--- config.mk ---
export PLATFORM = sky130hd
export DESIGN_NAME = spi_flash_reader
export DESIGN_NICKNAME = d
export VERILOG_FILES = /design/src/rtl/spi_flash_reader_pkg.sv /design/src/rtl/spi_flash_reader_sck_gen.sv /design/src/rtl/spi_flash_reader.sv
export SDC_FILE = /design/constraint.sdc
export NUM_CORES = 1
export LEC_CHECK = 0
export ABC_CLOCK_PERIOD_IN_PS = 3500
export BUFFER_PORTS_ARGS = -buffer_cell sky130_fd_sc_hd__buf_2
export CORE_ASPECT_RATIO = 1.4
export CORE_MARGIN = 4
export CORE_UTILIZATION = 45
export CTS_CLUSTER_DIAMETER = 120
export DETAILED_ROUTE_END_ITERATION = 7
export PLACE_DENSITY = 0.67
export SETUP_SLACK_MARGIN = 0.5
export SYNTH_ARGS = -nofsm -noshare
export SYNTH_HDL_FRONTEND = slang
export SYNTH_HIERARCHICAL = 1
export SYNTH_SLANG_ARGS = --single-unit
--- constraint.sdc ---
create_clock -name clk_i -period 3.5 [get_ports clk_i]
set_input_delay 0.7 -clock clk_i [delete_from_list [all_inputs] [get_ports clk_i]]
set_output_delay 0.7 -clock clk_i [all_outputs]
set_load 0.02 [all_outputs]
--- src/rtl/spi_flash_reader_pkg.sv ---
// rtl/spi_flash_reader_pkg.sv - flash opcodes and reader FSM state encoding
package spi_flash_reader_pkg;

  localparam logic [7:0] OP_READ = 8'h03;
  localparam logic [7:0] OP_RDID = 8'h9F;
  localparam logic [7:0] OP_RDSR = 8'h05;

  typedef enum logic [2:0] {
    ST_IDLE,
    ST_CMD,
    ST_ADDR,
    ST_DATA,
    ST_GAP
  } state_e;

endpackage

--- src/rtl/spi_flash_reader_sck_gen.sv ---
// rtl/spi_flash_reader_sck_gen.sv - SCK divider with rise/fall strobes and freeze
module spi_flash_reader_sck_gen #(
  parameter int DIV = 1
) (
  input  logic clk_i,
  input  logic rst_i,
  input  logic en_i,
  input  logic freeze_i,
  output logic sck_o,
  output logic rise_o,
  output logic fall_o
);

  localparam int CNT_W = (DIV > 1) ? $clog2(DIV) : 1;

  logic [CNT_W-1:0] cnt_q, cnt_d;
  logic             sck_q, sck_d;
  logic             wrap;
  logic             step;

  assign wrap   = (cnt_q == CNT_W'(DIV - 1));
  assign step   = en_i && !freeze_i;
  // Strobes mark the cycle whose closing edge toggles SCK.
  assign rise_o = step && wrap && !sck_q;
  assign fall_o = step && wrap && sck_q;
  assign sck_o  = sck_q;

  always_comb begin
    cnt_d = cnt_q;
    sck_d = sck_q;
    if (!en_i) begin
      cnt_d = '0;
      sck_d = 1'b0;
    end else if (step) begin
      if (wrap) begin
        cnt_d = '0;
        sck_d = !sck_q;
      end else begin
        cnt_d = cnt_q + CNT_W'(1);
      end
    end
  end

  always_ff @(posedge clk_i) begin
    if (rst_i) begin
      cnt_q <= '0;
      sck_q <= 1'b0;
    end else begin
      cnt_q <= cnt_d;
      sck_q <= sck_d;
    end
  end

endmodule

--- src/rtl/spi_flash_reader.sv ---
// rtl/spi_flash_reader.sv - SPI mode-0 READ initiator streaming flash bytes out
module spi_flash_reader
  import spi_flash_reader_pkg::*;
#(
  parameter int         DIV    = 1,
  parameter logic [7:0] CMD    = OP_READ,
  parameter int         LEN_W  = 16,
  parameter int         CS_GAP = 4
) (
  input  logic             clk_i,
  input  logic             rst_i,
  input  logic             start_i,
  input  logic [23:0]      addr_i,
  input  logic [LEN_W-1:0] len_i,
  output logic             busy_o,
  output logic             done_o,
  output logic [7:0]       out_data_o,
  output logic             out_valid_o,
  input  logic             out_ready_i,
  output logic             flash_csn_o,
  output logic             flash_sck_o,
  output logic             flash_mosi_o,
  input  logic             flash_miso_i,
  output logic             flash_wpn_o,
  output logic             flash_holdn_o
);

  localparam int             GAP_W   = 16;
  localparam logic [GAP_W-1:0] DIV_M1  = GAP_W'(DIV - 1);
  localparam logic [GAP_W-1:0] GAP_END = GAP_W'(DIV + CS_GAP - 1);

  state_e             state_q, state_d;
  logic               csn_q, csn_d;
  logic [31:0]        tx_q, tx_d;
  logic [6:0]         rx_q, rx_d;
  logic [4:0]         bit_cnt_q, bit_cnt_d;
  logic [LEN_W-1:0]   len_q, len_d;
  logic [7:0]         out_data_q, out_data_d;
  logic               out_valid_q, out_valid_d;
  logic               busy_q, busy_d;
  logic               done_q, done_d;
  logic [GAP_W-1:0]   gap_cnt_q, gap_cnt_d;

  logic sck, rise, fall, sck_run, freeze;

  assign sck_run = (state_q == ST_CMD) || (state_q == ST_ADDR) || (state_q == ST_DATA);
  // Park SCK low just before a byte would complete into an occupied output slot.
  assign freeze  = (state_q == ST_DATA) && (bit_cnt_q == 5'd7) && !sck &&
                   out_valid_q && !out_ready_i;

  spi_flash_reader_sck_gen #(.DIV(DIV)) u_sck_gen (
    .clk_i    (clk_i),
    .rst_i    (rst_i),
    .en_i     (sck_run),
    .freeze_i (freeze),
    .sck_o    (sck),
    .rise_o   (rise),
    .fall_o   (fall)
  );

  always_comb begin
    state_d     = state_q;
    csn_d       = csn_q;
    tx_d        = tx_q;
    rx_d        = rx_q;
    bit_cnt_d   = bit_cnt_q;
    len_d       = len_q;
    out_data_d  = out_data_q;
    out_valid_d = out_valid_q;
    busy_d      = busy_q;
    done_d      = 1'b0;
    gap_cnt_d   = gap_cnt_q;
    if (out_valid_q && out_ready_i) out_valid_d = 1'b0;
    if (fall) tx_d = {tx_q[30:0], 1'b0};
    case (state_q)
      ST_IDLE: begin
        if (start_i) begin
          busy_d    = 1'b1;
          bit_cnt_d = '0;
          len_d     = len_i;
          if (len_i != '0) begin
            csn_d   = 1'b0;
            tx_d    = {CMD, addr_i};
            state_d = ST_CMD;
          end else begin
            gap_cnt_d = GAP_END;
            state_d   = ST_GAP;
          end
        end
      end
      ST_CMD: begin
        if (rise) begin
          bit_cnt_d = (bit_cnt_q == 5'd7) ? 5'd0 : bit_cnt_q + 5'd1;
          if (bit_cnt_q == 5'd7) state_d = ST_ADDR;
        end
      end
      ST_ADDR: begin
        if (rise) begin
          bit_cnt_d = (bit_cnt_q == 5'd23) ? 5'd0 : bit_cnt_q + 5'd1;
          if (bit_cnt_q == 5'd23) state_d = ST_DATA;
        end
      end
      ST_DATA: begin
        if (rise) begin
          rx_d      = {rx_q[5:0], flash_miso_i};
          bit_cnt_d = (bit_cnt_q == 5'd7) ? 5'd0 : bit_cnt_q + 5'd1;
          if (bit_cnt_q == 5'd7) begin
            out_data_d  = {rx_q, flash_miso_i};
            out_valid_d = 1'b1;
            if (len_q != '0) len_d = len_q - LEN_W'(1);
          end
        end
        if (fall && (len_q == '0)) begin
          gap_cnt_d = '0;
          state_d   = ST_GAP;
        end
      end
      ST_GAP: begin
        if (gap_cnt_q == DIV_M1) csn_d = 1'b1;
        if (gap_cnt_q != GAP_END) begin
          gap_cnt_d = gap_cnt_q + GAP_W'(1);
        end else if (!out_valid_q || out_ready_i) begin
          busy_d  = 1'b0;
          done_d  = 1'b1;
          state_d = ST_IDLE;
        end
      end
      default: state_d = ST_IDLE;
    endcase
  end

  always_ff @(posedge clk_i) begin
    if (rst_i) begin
      state_q     <= ST_IDLE;
      csn_q       <= 1'b1;
      tx_q        <= '0;
      rx_q        <= '0;
      bit_cnt_q   <= '0;
      len_q       <= '0;
      out_data_q  <= '0;
      out_valid_q <= 1'b0;
      busy_q      <= 1'b0;
      done_q      <= 1'b0;
      gap_cnt_q   <= '0;
    end else begin
      state_q     <= state_d;
      csn_q       <= csn_d;
      tx_q        <= tx_d;
      rx_q        <= rx_d;
      bit_cnt_q   <= bit_cnt_d;
      len_q       <= len_d;
      out_data_q  <= out_data_d;
      out_valid_q <= out_valid_d;
      busy_q      <= busy_d;
      done_q      <= done_d;
      gap_cnt_q   <= gap_cnt_d;
    end
  end

  assign busy_o        = busy_q;
  assign done_o        = done_q;
  assign out_data_o    = out_data_q;
  assign out_valid_o   = out_valid_q;
  assign flash_csn_o   = csn_q;
  assign flash_sck_o   = sck;
  assign flash_mosi_o  = tx_q[31];
  assign flash_wpn_o   = 1'b1;
  assign flash_holdn_o = 1'b1;

endmodule

**Word-level counts from Yosys, hierarchy flattened**

Cells that the tools add are included.

- Bits of input ports: 45
- Register bits after elaboration: 93
- Output and inout port bits: 16

- $add $sub $neg: 4
- Reductions and logical operators: 38
- Muxes and demuxes: 44
- Equality and inequality tests: 23
- Bitwise gates (word level): 3

Operators by type and width:

| cell | count |
|---|---|
| two-way mux 16 bit | 8 |
| two-way mux 32 bit | 4 |
| one-hot mux 16 bit (3 select lines) | 1 |
| zero test 16 bit | 2 |
| one-hot mux 16 bit (2 select lines) | 1 |
| nonzero test 16 bit | 2 |
| two-way mux 3 bit | 9 |
| two-way mux 5 bit | 5 |
| inequality test 2 bit (second input constant) | 10 |
| adder 16 x 1 -> 16 bit (second input constant) | 1 |
| inequality test 16 x 3 -> 1 bit (second input constant) | 1 |
| subtractor 16 x 1 -> 16 bit (second input constant) | 1 |
| one-hot mux 3 bit (5 select lines) | 1 |
| one-hot mux 5 bit (3 select lines) | 1 |
| two-way mux 1 bit | 12 |
| inequality test 2 x 1 -> 1 bit (second input constant) | 6 |
| AND reduction 4 bit | 3 |
| logical AND 1 bit | 10 |
| AND reduction 5 bit | 2 |
| AND reduction 8 bit | 1 |
| == test 3 x 2 -> 1 bit (second input constant) | 2 |
| nonzero test 3 bit | 2 |
| adder 5 x 1 -> 5 bit (second input constant) | 1 |
| == test 5 x 3 -> 1 bit (second input constant) | 1 |
| other kinds (14) | 25 |

**Depth between registers and ports, before layout**

Gate-level depths: netlist (run 1).

- Depth after elaboration: 13
- Mapped depth: 13

**By module**

Netlist (run 1), hierarchy kept.

Modules (own cells, without submodules):

| module | seq. area each (sq um) | cells each | area an instance (sq um) | instances |
|---|---|---|---|---|
| spi_flash_reader | 1,821.7 | 557 | 4,580.6 | 1 |
| spi_flash_reader_sck_gen | 20.0 | 5 | 58.8 | 1 |

**Worst setup path before layout (run 1)**

No wires, ideal clock.

- Path kind: register to register
- Start point: register state_q[0]
- End point: register len_q[11]
- Setup time: 0.093 ns
- Data arrival time: 3.411 ns
- Slack: -0.004 ns
- Stages on the path, launching flop included: 14
- Clock period less this slack: 3.504 ns
- Data required time: 3.407 ns
- Cells stage by stage: dfxtp_1 clkbuf_1 nand3b_1 clkbuf_1 clkbuf_1 nor4_1 nor3b_1 and4b_1 clkbuf_1 nand2_1 clkbuf_1 a21oi_1 nor2_1 o32ai_1

- Longest elaborated chain between the ends: 11
- Elaborated cells between the ends (all ways): 21
- Classes of those cells: eq/ne (7); mux (1); reduce/logical (13)

RTL lines:

| what | RTL line | RTL |
|---|---|---|
| from (decl) | spi_flash_reader.sv:32 | `state_e state_q, state_d;` |
| from (signal assigned) | spi_flash_reader.sv:146 | `state_q <= state_d;` |
| == test 3 x 2 -> 1 bit | spi_flash_reader.sv:48 | `assign freeze = (state_q == ST_DATA) && (bit_cnt_q == 5'd7) && !sck &&` |
| logical AND 1 bit (3 in series) | spi_flash_reader.sv:48 |  |
| logical AND 1 bit | spi_flash_reader.sv:49 | `out_valid_q && !out_ready_i;` |
| named net freeze | spi_flash_reader.sv:44 | `logic sck, rise, fall, sck_run, freeze;` |
| zero test 1 bit | spi_flash_reader_sck_gen.sv:22 | `assign step = en_i && !freeze_i;` |
| logical AND 1 bit | spi_flash_reader_sck_gen.sv:22 |  |
| logical AND 1 bit (2 in series) | spi_flash_reader_sck_gen.sv:24 | `assign rise_o = step && wrap && !sck_q;` |
| named net rise | spi_flash_reader.sv:44 |  |
| inequality test 2 bit (no line) | -- |  |
| AND reduction 5 bit (no line) | -- |  |
| to (signal assigned) | spi_flash_reader.sv:151 | `len_q <= len_d;` |
| to (decl) | spi_flash_reader.sv:37 | `logic [LEN_W-1:0] len_q, len_d;` |

The timed path passes the listed nets, and every way through them passes these cells.
A chain may end at the register's enable or synchronous reset.

**Final worst setup path (run 1)**

- Start point: register bit_cnt_q[0]
- End point: register len_q[8]

- Longest elaborated chain between the ends: 11
- Elaborated cells between the ends (all ways): 12
- Classes of those cells: eq/ne (3); reduce/logical (9)

RTL lines:

| what | RTL line | RTL |
|---|---|---|
| from (decl) | spi_flash_reader.sv:36 | `logic [4:0] bit_cnt_q, bit_cnt_d;` |
| from (signal assigned) | spi_flash_reader.sv:150 | `bit_cnt_q <= bit_cnt_d;` |
| == test 5 x 3 -> 1 bit | spi_flash_reader.sv:48 |  |
| logical AND 1 bit (3 in series) | spi_flash_reader.sv:48 |  |
| logical AND 1 bit | spi_flash_reader.sv:49 |  |
| named net freeze | spi_flash_reader.sv:44 |  |
| zero test 1 bit | spi_flash_reader_sck_gen.sv:22 |  |
| logical AND 1 bit | spi_flash_reader_sck_gen.sv:22 |  |
| logical AND 1 bit (2 in series) | spi_flash_reader_sck_gen.sv:24 |  |
| named net rise | spi_flash_reader.sv:44 |  |
| inequality test 2 bit (no line) | -- |  |
| AND reduction 5 bit (no line) | -- |  |

The timed path passes the listed nets, and every way through them passes these cells.

==> Implementation_results.wiki, run 1 <==
{| class="wikitable"
! Metric !! Value
|-
| Number of antenna violations at the first check in global routing || 0
|-
| Critical Path, Cell by Cell || ha_1, and3b_1, nand2b_1, nor4_4, nor3b_4, and4b_2, nand2_1, a21o_4, nand2_1, a32o_1
|-
| Final WS setup || around 750 ps
|-
| Number of rows in the core area || between 40 and 50
|-
| Maximum number of pins on one net before global-route repair || 80
|-
| Wire length of the first global-routing pass || 19,400 um
|-
| Post-route clock skew || between 4 and 5 ps
|-
| Post-synthesis cell type with the largest combined area || sky130_fd_sc_hd__dfxtp_1
|-
| Number of nets in the layout || ~650
|-
| Overall routing resource usage || 0.199
|-
| Endpoints failing setup || 0
|-
| Length of the first detailed-routing pass in iterations || 5
|-
| Number of buffers and inverters on the critical path || 0
|-
| Category of the worst setup path capture point || flop
|-
| Type of the worst min-delay path || flop to flop
|-
| Endpoints failing hold || 0
|-
| Mean cell area of the mapped netlist || around 8.3 sq um
|-
| Worst setup path class || flop to flop
|-
| Worst setup slack before clock tree synthesis || 515 ps
|-
| Pwr/cell area || approximately 640 nW/um^2
|-
| Number of different library cells in the post-synthesis netlist || 60
|-
| Outcome || finished clean
|-
| Bufs on Longest Clock Path || 2
|-
| Sum of routed wire length over all layers || 11,600 um
|-
| Part of the power in combinational logic || 0.323
|-
| Core region area || ~10,000 sq um
|-
| Data arrival, critical path || roughly 3000 ps
|-
| Sink Count || 92
|-
| Slowest stage cell, crit path || sky130_fd_sc_hd__nor4_4
|-
| Share of Yosys cell area claimed by the top area cell type || 0.397
|-
| Number of global-route vias before repair || about 4,100
|-
| Post-synthesis cell area || 4640 sq um
|-
| Fraction of final layout cells sized beyond drive strength 1 || 0.170
|-
| Min Clock Period, post-route || around 2700 ps
|-
| Switching part of the total || 0.363
|-
| CP delay by family, top || simple AND/OR/NAND/NOR gates
|-
| Fill cell count || 978
|-
| Maximum Capacitance Violations || 0
|-
| Setup repair after global routing missed its margin || false
|-
| Share of flip-flops with an asynchronous set or reset after synthesis || 0
|-
| CTS HTree Levels || 3
|-
| CP required || roughly 3700 ps
|-
| # IOs || 61
|-
| Share of the yosys chip area belonging to registers || 0.397
|-
| Die Outline Area || between 10,000 and 15,000 sq um
|-
| Final GP Congestion || 0.850
|-
| Max transition margin || 0.222
|-
| Proportion of power drawn by the clock network || 0.289
|-
| Worst-path clk slew || roughly 60 ps
|-
| Net switching power figure || 1.24 mW
|-
| Most repeated cell in the gate-level netlist after synthesis || sky130_fd_sc_hd__dfxtp_1
|-
| Smallest hold slack || about 450 ps
|-
| Peak VDD IR || around 0.36 mV
|-
| TritonCTS clock tree || yes
|-
| Ys flop type || sky130_fd_sc_hd__dfxtp_1
|-
| Static leakage || about 1.9 nW
|-
| Synthesis-to-layout area growth || 16.1%
|-
| Fin crit share || 0.784
|-
| Number of nets still failing antenna checks after routing || 0
|-
| Hpwl dp || 7950 um
|-
| Vias per std cell || 5.94
|-
| Tightest Pin Transition || between 1000 and 1500 ps
|-
| Most common library cells after synthesis || sky130_fd_sc_hd__dfxtp_1 (92), sky130_fd_sc_hd__a21oi_1 (63), sky130_fd_sc_hd__nand2_1 (57)
|-
| Chip height || 128 um
|-
| Register share of total power || 0.387
|-
| Pint || around 2.2 mW
|-
| Post-CTS Setup Repair Bufs || 0
|-
| Total vias in the final route || approximately 4,400
|-
| Initial detailed-routing violation count || between 300 and 400
|-
| Number of enable-type register cells in the synthesized netlist || 0
|-
| Largest cells by area after synthesis || sky130_fd_sc_hd__dfxtp_1 (40%), sky130_fd_sc_hd__mux2i_1 (7.1%), sky130_fd_sc_hd__a21oi_1 (6.8%), sky130_fd_sc_hd__nand2_1 (4.6%), sky130_fd_sc_hd__a211oi_1 (4.2%)
|-
| Detailed-route wire length per cell || 15.7 um
|-
| Clock root buffer || sky130_fd_sc_hd__clkbuf_16
|-
| Setup TNS after final layout || 0 ps
|-
| Delay of the slowest cell on the worst path || ~400 ps
|-
| Gr ovfl total || 0
|-
| Post-CTS Hold Fix Bufs || 0
|-
| Count of yosys warnings during synthesis || 6
|-
| Crit path top cell by count || sky130_fd_sc_hd__nand2_1
|-
| IO buf count || 58
|-
| Synthesized instance count || around 560
|-
| Diodes inserted || 0
|-
| Number of buffers created by CTS || 9
|-
| DRC || 0
|-
| Crit path launch type || flop
|-
| Clock network latency to the later pin of the worst-skew pair || ~350 ps
|-
| Maximum fanout along the worst path || 12
|-
| Width of the die || 93.8 um
|-
| Post-Route Utilization || 0.538
|-
| Initial core utilization || 0.464
|-
| FMAX || between 0.3 and 0.4 GHz
|-
| Max Slew Vio Count || 0
|-
| Total of flip-flops plus latches after synthesis || between 90 and 100
|}
## worst register-to-register path, cell delays in order, from the launching register on
cell,delay (ps)
sky130_fd_sc_hd__dfxtp_1,370
sky130_fd_sc_hd__ha_1,220
sky130_fd_sc_hd__and3b_1,230
sky130_fd_sc_hd__nand2b_1,120
sky130_fd_sc_hd__nor4_4,400
sky130_fd_sc_hd__nor3b_4,110
sky130_fd_sc_hd__and4b_2,320
sky130_fd_sc_hd__nand2_1,200
sky130_fd_sc_hd__a21o_4,210
sky130_fd_sc_hd__nand2_1,160
sky130_fd_sc_hd__a32o_1,290
## final cells by class
class / count / area [sq um] / share of cell area
Timing Repair Buffer: 70 / 380 / 0.0706
Clock buffer: 11 / 243 / 0.0451
Sequential cell: 92 / 1840 / 0.342
Clock inverter: 5 / 60.1 / 0.0111
Tap cell: 135 / 169 / 0.0314
Multi-Input combinational cell: 420 / 2660 / 0.494
Inverter: 9 / 33.8 / 0.00627
## what timing repair did
action,in CTS,in global routing
setup endpoints to repair,1,28
resized for setup,1,6
gates cloned,0,0
## stage by stage
step	total power [mW]	instances	cell area, sq um
2_1_floorplan	2.12	563	4660
3_5_place_dp	2.43	726	5050
5_1_grt	3.63	742	5390
4_1_cts	3.43	742	5350
3_3_place_gp	2.41	726	5050
6_report	3.43	742	5390
## state kept, by name (all words and copies together), names as in the netlist
signal / flops
tx_q: 32
gap_cnt_q: 16
len_q: 16
out_data_o: 8
rx_q: 7
bit_cnt_q: 5
state_q: 3
busy_o: 1
done_o: 1
flash_csn_o: 1
out_valid_o: 1
u_sck_gen/sck_o: 1
## layout by cell type, fill, tap and decap left out, drive strengths merged, types with 3 or more instances in the layout
master,instances
a211oi,26
nor4,14
nand3,13
inv,9
and3,3
dfxtp,92
ha,4
nand2,57
and2,5
or3,4
nand2b,3
and3b,3
or2,3
o211ai,3
mux2i,33
o31ai,16
clkinv,3
nand4,8
a32o,5
nor2,52
o22ai,5
a31oi,4
nor3,18
o32ai,8
or4,15
a22oi,5
and4,5
a21oi,63
o21ai,13
buf,70
nor3b,3
clkbuf,11
## path summary, 6_finish.rpt
path | startpoint | to | slack [ps] | cells past startpoint
worst min register to register | out_data_o[0]$_SDFFE_PP0P_ | out_data_o[0]$_SDFFE_PP0P_ | 450 | 2
worst min-delay path | out_data_o[0]$_SDFFE_PP0P_ | out_data_o[0]$_SDFFE_PP0P_ | 450 | 2
worst max register to register | bit_cnt_q[0]$_SDFFE_PP0P_ | len_q[8]$_SDFFE_PP0P_ | 750 | 10
worst max-delay path | bit_cnt_q[0]$_SDFFE_PP0P_ | len_q[8]$_SDFFE_PP0P_ | 750 | 10
## power groups by stage
stage	combinational, mW	clock, mW	sequential, mW
after floorplan	0.818	0	1.31
after global placement	1.06	0	1.34
after detailed placement	1.08	0	1.35
after CTS	1.09	1.02	1.33
after global routing	1.23	1.04	1.35
final	1.11	0.993	1.33
## cells by family after synthesis
kind of cell,count (synthesis),synth area share
AOI/OAI and AO/OA,164,0.231
and+or+nand+nor,215,0.242
muxes,33,0.0712
DFF,92,0.397
xor gates and xnor gates,2,0.00378
adders and majority gates,4,0.0108
buffers and inverters,51,0.0434
other,1,0.000808
## layer usage
metal  track usage  part of all wire  up-vias  routed length, um
met4        0.0969             0.023        0                272
met5             0                 0        -                  0
met3        0.0341             0.051       21                593
li1              -                 -     2193                  -
met2         0.340              0.51      138               5900
met1         0.239              0.42     2056               4860
(Power assumes the default switching activity.)
==> run 2, diff against run 1 <==
--- a/config.mk
+++ b/config.mk
@@ -5,14 +5,14 @@
 export SDC_FILE = /design/constraint.sdc
 export NUM_CORES = 1
 export LEC_CHECK = 0
-export ABC_CLOCK_PERIOD_IN_PS = 3500
+export ABC_AREA = 1
+export ABC_CLOCK_PERIOD_IN_PS = 2600
 export BUFFER_PORTS_ARGS = -buffer_cell sky130_fd_sc_hd__buf_2
 export CORE_ASPECT_RATIO = 1.4
 export CORE_MARGIN = 4
 export CORE_UTILIZATION = 45
 export CTS_CLUSTER_DIAMETER = 120
 export DETAILED_ROUTE_END_ITERATION = 7
-export PLACE_DENSITY = 0.67
 export SETUP_SLACK_MARGIN = 0.5
 export SYNTH_ARGS = -nofsm -noshare
 export SYNTH_HDL_FRONTEND = slang
==> constraint.sdc (replaced) <==
create_clock -name clk_i -period 2.6 [get_ports clk_i]
set_input_delay 0.52 -clock clk_i [delete_from_list [all_inputs] [get_ports clk_i]]
set_output_delay 0.52 -clock clk_i [all_outputs]
set_load 0.02 [all_outputs]
==> run 2 against run 1 <==
  * Hold slack lost 25 ps
  * Critical endpoint is now len_q[15]$_SDFFE_PP0P_
  * Clock power grew 34%
  * Sequential share of layout area shrank 2.0 points
  * Via count grew 9.2%
  * Clock skew grew 1.9 ps
  * Utilization grew 1.4 points
==> Implementation_results.wiki, run 2 <==
{| class="wikitable"
! Metric !! Value
|-
| Category of the worst setup path capture point || flop
|-
| Highest metal layer used by the detailed router || met4
|-
| Max transition margin || 0.575
|-
| DRC || 0
|-
| Share of the yosys chip area belonging to registers || 0.385
|-
| Most common library cells after synthesis || sky130_fd_sc_hd__nand2_1 (154), sky130_fd_sc_hd__nor2_1 (115), sky130_fd_sc_hd__dfxtp_1 (92)
|-
| Bufs on Longest Clock Path || 2
|-
| Post-Route Utilization || 0.552
|-
| Fraction of final layout cells sized beyond drive strength 1 || 0.187
|-
| Synthesized instance count || 710
|-
| Total vias in the final route || 4,813
|-
| Setup repair after global routing missed its margin || true
|-
| Synthesis-to-layout area growth || 20.1%
|-
| Chip height || 130 um
|-
| Fin crit share || 0.790
|-
| Min Clock Period, post-route || slightly above 2000 ps
|-
| Sum of routed wire length over all layers || approximately 12,000 um
|-
| Post-synthesis cell area || ~4800 sq um
|-
| Clock network latency to the later pin of the worst-skew pair || about 340 ps
|-
| Met1 Wirelength || ~5300 um
|-
| Type of the worst min-delay path || primary input to flop
|-
| Wire length of the first global-routing pass || between 20,000 and 25,000 um
|-
| FMAX || 0.487 GHz
|-
| Worst-path clk slew || 60 ps
|-
| Static leakage || roughly 2.4 nW
|-
| Number of global-route vias before repair || approximately 4,600
|-
| Worst setup path class || flop to flop
|-
| CTS HTree Levels || 3
|-
| Initial core utilization || 0.459
|-
| Endpoints failing setup || 0
|-
| Share of Yosys cell area claimed by the top area cell type || 0.385
|-
| Sink Count || around 90
|-
| Max Slew Vio Count || 0
|-
| Met3 wire length || between 400 and 500 um
|-
| Number of nets still failing antenna checks after routing || 0
|-
| Most common cell after layout, fill and taps aside || sky130_fd_sc_hd__nand2_1
|-
| # IOs || approximately 60
|-
| Number of antenna violations at the first check in global routing || 0
|-
| Width of the die || 95.1 um
|-
| Number of buffers created by CTS || 9
|-
| Maximum number of pins on one net before global-route repair || 54
|-
| Final GP Congestion || approximately 0.9
|-
| Outcome || finished clean
|-
| Die Outline Area || approximately 12,000 sq um
|-
| Most repeated cell in the gate-level netlist after synthesis || sky130_fd_sc_hd__nand2_1
|-
| IO buf count || 58
|-
| Smallest hold slack || about 420 ps
|-
| Count of yosys warnings during synthesis || 6
|-
| Gr ovfl total || 0
|-
| Maximum Capacitance Violations || 0
|-
| Pwr/cell area || between 900 and 1000 nW/um^2
|-
| Vias per std cell || ~5.3
|-
| Core region area || 10,400 sq um
|-
| Top Registers || tx_q: 32 flops, gap_cnt_q: 16 flops, len_q: 16 flops
|-
| Clock root buffer || sky130_fd_sc_hd__clkbuf_16
|-
| Diodes inserted || 0
|-
| Mean cell area of the mapped netlist || between 6 and 7 sq um
|-
| Top library cells by usage in the layout, fill and taps aside || sky130_fd_sc_hd__nand2_1 (148), sky130_fd_sc_hd__nor2_1 (107), sky130_fd_sc_hd__dfxtp_1 (87)
|-
| Data arrival, critical path || between 2000 and 2500 ps
|-
| Endpoints failing hold || 0
|-
| Number of enable-type register cells in the synthesized netlist || 0
|-
| Number of rows in the core area || 44
|-
| Share of flip-flops with an asynchronous set or reset after synthesis || 0
|-
| Peak VDD IR || roughly 0.49 mV
|-
| Largest register by flop count || tx_q
|-
| Crit path launch type || flop
|-
| TritonCTS clock tree || yes
|-
| Met2 routed wirelength || 6200 um
|-
| Tightest Pin Transition || about 640 ps
|-
| Largest cells by area after synthesis || sky130_fd_sc_hd__dfxtp_1 (39%), sky130_fd_sc_hd__nand2_1 (12%), sky130_fd_sc_hd__nor2_1 (9.0%), sky130_fd_sc_hd__o21ai_0 (5.8%), sky130_fd_sc_hd__a21oi_1 (5.4%)
|-
| Setup TNS after final layout || 0 ps
|-
| Post-synthesis cell type with the largest combined area || sky130_fd_sc_hd__dfxtp_1
|-
| Detailed-route wire length per cell || approximately 13 um
|-
| Fill cell count || roughly 1,000
|-
| Hpwl dp || between 8000 and 9000 um
|-
| Initial detailed-routing violation count || roughly 270
|-
| Overall routing resource usage || 0.200
|-
| Length of the first detailed-routing pass in iterations || 5
|-
| Number of different library cells in the post-synthesis netlist || 38
|-
| Total of flip-flops plus latches after synthesis || between 90 and 100
|-
| Ys flop type || sky130_fd_sc_hd__dfxtp_1
|-
| Maximum fanout along the worst path || 7
|-
| Flip-flop count of the largest register, all copies and words added || 32
|-
| Post-route clock skew || around 6.4 ps
|-
| Number of nets in the layout || around 820
|-
| Post-CTS Hold Fix Bufs || 0
|-
| CP required || between 2000 and 3000 ps
|}
==> run 2: cell families (layout without fill, tap and decap cells) <==
kind of cell             after synthesis  count (layout)  synth area share
XOR/XNOR                               6               6            0.0110
AND/OR/NAND/NOR                      356             357             0.320
multiplexers                           4               4           0.00838
buffers and inverters                 97             159            0.0853
other                                  1               2          0.000784
flip-flops                            92              92             0.385
AO/OA/AOI/OAI                        150             150             0.179
adder cells (fa/ha/maj)                4               4            0.0105
==> run 2: area by class of cell <==
class / count / area [sq um] / area share
clock inverter: 5 / 60.1 / 0.0105
clock buffer: 10 / 239 / 0.0416
inverter: 63 / 248 / 0.0431
multi-input combinational: 523 / 2660 / 0.464
sequential: 92 / 1850 / 0.322
timing repair buffer: 81 / 508 / 0.0885
tap: 138 / 173 / 0.0301
==> run 2: path summary, 6_finish.rpt <==
check	slack, ps	to	from	cells past startpoint
worst max-delay path	550	len_q[15]$_SDFFE_PP0P_	bit_cnt_q[1]$_SDFFE_PP0P_	15
worst min-delay path	420	rx_q[0]$_SDFFE_PP0P_	flash_miso_i	3
worst max register to register	550	len_q[15]$_SDFFE_PP0P_	bit_cnt_q[1]$_SDFFE_PP0P_	15
worst min register to register	460	tx_q[31]$_SDFF_PP0_	tx_q[30]$_SDFF_PP0_	2
==> run 2: what timing repair did <==
item                       4_1_cts  5_1_grt
setup buffers                    4       11
cloned                           1        0
pin swaps                        3       16
setup endpoints to repair       73       77
gates resized for setup         16       42
==> run 2: metal layers <==
metal / track usage / vias to the layer above
met2: 0.365 / 84
met5: 0 / -
met3: 0.0404 / 14
met4: 0.0603 / 0
met1: 0.234 / 2241
li1: - / 2474
==> run 2: stage by stage <==
step	worst slack (ps)	area, sq um	instances	total power, mW
2_1_floorplan	488	4800	711	3.27
6_report	545	5740	912	5.19
5_1_grt	395	5740	912	5.58
3_3_place_gp	298	5150	881	3.62
3_5_place_dp	215	5150	881	3.64
4_1_cts	501	5550	901	5.05
==> run 2: worst max-delay path, stage by stage, from the launching register on <==
cell and delay (ps):
sky130_fd_sc_hd__dfxtp_4 350, sky130_fd_sc_hd__ha_4 160, sky130_fd_sc_hd__nand2_4 70, sky130_fd_sc_hd__inv_4 50, sky130_fd_sc_hd__nand3_4 70, sky130_fd_sc_hd__nor4_2 50, sky130_fd_sc_hd__inv_1 90, sky130_fd_sc_hd__nand2_2 70
sky130_fd_sc_hd__nor2_4 120, sky130_fd_sc_hd__inv_2 70, sky130_fd_sc_hd__nor3_4 240, sky130_fd_sc_hd__nand2_4 120, sky130_fd_sc_hd__nand2_8 100, sky130_fd_sc_hd__clkinvlp_4 170, sky130_fd_sc_hd__nand2_1 100, sky130_fd_sc_hd__a21oi_1 60
==> run 2: power by group <==
part	internal (mW)	total (mW)	switching, mW
sequential	1.68	1.91	0.226
combinational	0.699	1.95	1.25
clock	0.771	1.33	0.560
total	3.15	5.19	2.04
